## src/rtl/ag_o_ex.sv

```systemverilog
// ag_o_ex: extraction-port address generator for the sys_out DPR.
// Sweeps GAMMA tiles of P rows (last tile partial) and flags done.
module ag_o_ex #(
    parameter int FEATURE_BITS = 4,
    parameter int M            = 9,
    parameter int GAMMA        = 3,
    parameter int P            = 4
) (
    input  logic                      sys_clk,
    input  logic                      reset_n,
    input  logic                      start,
    output logic [2*FEATURE_BITS-1:0] address_ex,
    output logic                      done
);

    localparam int FB        = FEATURE_BITS;
    localparam int LAST_ROWS = M - (GAMMA - 1) * P;

    localparam logic [FB-1:0] LIM_FULL = FB'(P - 1);
    localparam logic [FB-1:0] LIM_LAST = FB'(LAST_ROWS - 1);
    localparam logic [FB-1:0] T_LAST   = FB'(GAMMA - 1);

    if (GAMMA != (M + P - 1) / P) begin : g_bad_gamma
        $error("ag_o_ex: GAMMA must equal ceil(M/P)");
    end
    if (M < 1 || M > 2**FB - 1) begin : g_bad_m
        $error("ag_o_ex: M out of range");
    end
    if (P < 1 || P > 2**FB) begin : g_bad_p
        $error("ag_o_ex: P out of range");
    end
    if (GAMMA < 1 || GAMMA > 2**FB) begin : g_bad_g
        $error("ag_o_ex: GAMMA out of range");
    end

    typedef enum logic [1:0] {
        S_IDLE,
        S_RUN,
        S_DONE
    } state_t;

    state_t        r_state;
    state_t        w_state_nxt;
    logic [FB-1:0] r_tile;
    logic [FB-1:0] r_row;
    logic [FB-1:0] w_tile_nxt;
    logic [FB-1:0] w_row_nxt;
    logic [FB-1:0] w_lim;
    logic          r_done;

    // Row limit depends on whether the current tile is the (possibly partial) last one
    always_comb begin
        w_lim = (r_tile == T_LAST) ? LIM_LAST : LIM_FULL;
    end

    // Next-state and counter update for the sweep
    always_comb begin
        w_state_nxt = r_state;
        w_tile_nxt  = r_tile;
        w_row_nxt   = r_row;
        unique case (r_state)
            S_IDLE: begin
                w_tile_nxt = '0;
                w_row_nxt  = '0;
                if (start) begin
                    w_state_nxt = S_RUN;
                end
            end
            S_RUN: begin
                if (r_row < w_lim) begin
                    w_row_nxt = r_row + 1'b1;
                end else if (r_tile < T_LAST) begin
                    w_tile_nxt = r_tile + 1'b1;
                    w_row_nxt  = '0;
                end else begin
                    w_state_nxt = S_DONE;
                end
            end
            S_DONE: begin
                if (!start) begin
                    w_state_nxt = S_IDLE;
                    w_tile_nxt  = '0;
                    w_row_nxt   = '0;
                end
            end
            default: begin
                w_state_nxt = S_IDLE;
                w_tile_nxt  = '0;
                w_row_nxt   = '0;
            end
        endcase
    end

    // State, counters and done flag registers
    always_ff @(posedge sys_clk or negedge reset_n) begin
        if (!reset_n) begin
            r_state <= S_IDLE;
            r_tile  <= '0;
            r_row   <= '0;
            r_done  <= 1'b0;
        end else begin
            r_state <= w_state_nxt;
            r_tile  <= w_tile_nxt;
            r_row   <= w_row_nxt;
            r_done  <= (w_state_nxt == S_DONE);
        end
    end

    assign address_ex = {r_tile, r_row};
    assign done       = r_done;

endmodule

```

## config.mk

```make
export PLATFORM = sky130hd
export DESIGN_NAME = ag_o_ex
export DESIGN_NICKNAME = d
export VERILOG_FILES = /design/src/rtl/ag_o_ex.sv
export SDC_FILE = /design/constraint.sdc
export NUM_CORES = 1
export LEC_CHECK = 0
export BUFFER_PORTS_ARGS = -buffer_cell sky130_fd_sc_hd__buf_2
export CELL_PAD_IN_SITES_DETAIL_PLACEMENT = 0
export CELL_PAD_IN_SITES_GLOBAL_PLACEMENT = 1
export CORE_MARGIN = 3
export CORE_UTILIZATION = 39
export DETAILED_ROUTE_END_ITERATION = 12
export HOLD_SLACK_MARGIN = 0.06
export PLACE_DENSITY = 0.71
export SETUP_SLACK_MARGIN = 0.4
export SYNTH_ARGS = -nofsm -noshare
export SYNTH_HDL_FRONTEND = slang
export SYNTH_SLANG_ARGS = --single-unit
```

## constraint.sdc

```tcl
create_clock -name sys_clk -period 2.4 [get_ports sys_clk]
set_clock_uncertainty 0.2 [all_clocks]
set_input_delay 0.24 -clock sys_clk [delete_from_list [all_inputs] [get_ports sys_clk]]
set_output_delay 0.24 -clock sys_clk [all_outputs]
set_load 0.01 [all_outputs]
```

==> reports/qor.yml <==
r2r_cells: 8
fp.dieH_um: 44.0
vias: 415
start_kind: "flop"
netlist_area_um2: 563
cts_buffer_depth: 2
finalPower_mw: 1.06
firstDrtPassIters: 4
fmax_ghz: 0.482
most-common-layout-cells: "dfrtp_1 (11), buf_2 (11), a22o_1 (4)"
status: "complete, no violations"
diodes: 0
insertion_delay_ns: 0.26
worstPathRequired_ns: 2.35
setup_violations: 0
drv_cap: 0
powerDensity_nw_per_um2: 1450
grt_pass1_wl_um: 1810
rsz0062_at_grt: "true"
cts_buffers: 3
synth_seq_area_share: 0.489
cts_root_buf: "clkbuf_4"
cts_tree: "built"
min_period_over_period: 0.864
avgSynthCellArea_um2: 12.5
numPortBuffers: 11
overflow: 0
synth_fp_nets: 52
synthDistinctLibCells: 23
h-tree-depth: 1
fin_nets: 72
irDropWorstVdd_mv: 0.678
track_usage: 0.134
dieArea_um2: 1940
cp-end-kind: "flop"
ys_ff_latch: 11
leakagePower_nw: 0.370
drt-wirelength-per-cell_um: 13.9
cts.sinks: 11
fill_cells: 116
syn_inst: 45
totalWireLength_um: 1100
fin_crit_ns: 2.07
final_hold_viol_count: 0
hp-class: "input pin to flop"
antenna_found_initial: 0
initial_utilization: 0.422
drt_iter0_drc: 2
slew_headroom: 0.749
hold-path-cell-count: 3
vias_per_cell: 5.25
die_w_um: 44.0
place_hpwl_um: 752
grt.busiest_layer: "met1"
io_pins: 12
drive_gt1_frac: 0.422
ys_warn_count: 0
coreArea_um2: 1330
grt_pass1_vias: 386
setup_tns_ns: 0
grt_util_met2: 0.163
grt_util_met1: 0.198
grt_max_degree: 12
gr-usage-met3: 0.0498
criticalPathCategory: "flop to flop"
max_slew.worst_pin.slew_ns: 0.374
slew_violations: 0
syn_to_final_growth_pct: 29.8
crit_fanout: 3
num_rows: 13
clk_pin_slew_ns: 0.07
drc: 0
gp_congestion: 0.701
worstPathArrival_ns: 2.02
drtAntennaViolNets: 0
metrics by stage:
| step | util | instance area (um2) | worst slack [ns] | instances | hold slack, ns |
|---|---|---|---|---|---|
| final | 0.548 | 731 | 0.326 | 79 | 0.0736 |
| after global routing | 0.548 | 731 | 0.210 | 79 | 0.0772 |
| after CTS | 0.528 | 704 | 0.310 | 78 | 0.0622 |
| after detailed placement | 0.488 | 651 | 0.286 | 71 | -0.0734 |
| after global placement | 0.488 | 651 | 0.283 | 71 | -0.0760 |
| after floorplan | - | 577 | 0.347 | 45 | -0.256 |
sequential cells by signal, indices dropped and copies added (netlist names):
signal   count
done         1
r_row        4
r_tile       4
r_state      2
cell usage after synthesis:
cell | instances | area [um2]
o21ai_1 | 1 | 5.00
mux2_4 | 1 | 15.0
or2b_1 | 1 | 7.51
ha_1 | 4 | 50.1
o31ai_4 | 1 | 21.3
o22a_1 | 1 | 8.76
inv_1 | 2 | 7.51
a311oi_1 | 1 | 8.76
a21oi_1 | 1 | 5.00
or3_1 | 1 | 6.26
nor3b_1 | 1 | 7.51
nor2_1 | 2 | 7.51
nand4bb_1 | 1 | 11.3
and3_4 | 1 | 11.3
nor3_4 | 1 | 16.3
nand3_1 | 1 | 5.00
and2_1 | 2 | 12.5
nor3_2 | 2 | 20.0
dfrtp_1 | 11 | 275
nand2_1 | 3 | 11.3
a22o_1 | 4 | 35.0
nand3b_1 | 1 | 7.51
o31ai_1 | 1 | 7.51
worst paths after layout:
check                                       from                    to  slack [ns]
max                        r_tile[0]$_DFFE_PN0P_  r_row[0]$_DFFE_PN0P_        0.33
min                                        start  r_state[0]$_DFF_PN0_        0.07
max reg2reg                r_tile[0]$_DFFE_PN0P_  r_row[0]$_DFFE_PN0P_        0.33
min reg2reg                 r_state[1]$_DFF_PN0_  r_state[0]$_DFF_PN0_        0.26
max in group asynchronous                reset_n  r_state[0]$_DFF_PN0_        1.63
min in group asynchronous                reset_n  r_row[2]$_DFFE_PN0P_        0.17
critical path, stage by stage, from the launching register on:
cell,delay [ns]
dfrtp_1,0.39
inv_1,0.07
ha_2,0.17
nor3b_4,0.21
ha_4,0.23
nand4bb_1,0.11
and3_4,0.24
o31ai_4,0.07
mux2_4,0.27
area by class of cell:
type / count / area, um2 / share of cell area
sequential: 11 / 275 / 0.377
inverter: 2 / 7.51 / 0.0103
clock buffer: 4 / 26.3 / 0.0360
multi-input combinational: 32 / 315 / 0.432
tap: 15 / 18.8 / 0.0257
timing repair buffer: 15 / 87.6 / 0.120
cell families after synthesis:
kind of cell,synth area share
AO/OA/AOI/OAI,0.162
adder cells (fa/ha/maj),0.0889
buffers and inverters,0.0133
flip-flops,0.489
multiplexers,0.0267
AND/OR/NAND/NOR,0.220
timing repair:
action	in CTS	in global routing
setup endpoints to repair	8	9
hold endpoints to repair	11	0
pin swaps	3	7
hold buffers	1	0
buffers inserted	2	1
resized for setup	1	3
power by group:
part | leakage [nW] | internal, mW | switching (mW)
clock network | 0.0150 | 0.0642 | 0.0587
registers | 0.143 | 0.255 | 0.0706
logic | 0.212 | 0.297 | 0.315
per-layer routing:
metal,up-vias,share of wire,wire length (um)
met2,10,0.41,451
met5,-,0,0
met4,0,0.0073,8
met1,192,0.53,579
li1,211,-,-
met3,2,0.050,55
No activity file was read; power rests on OpenSTA's default activity.
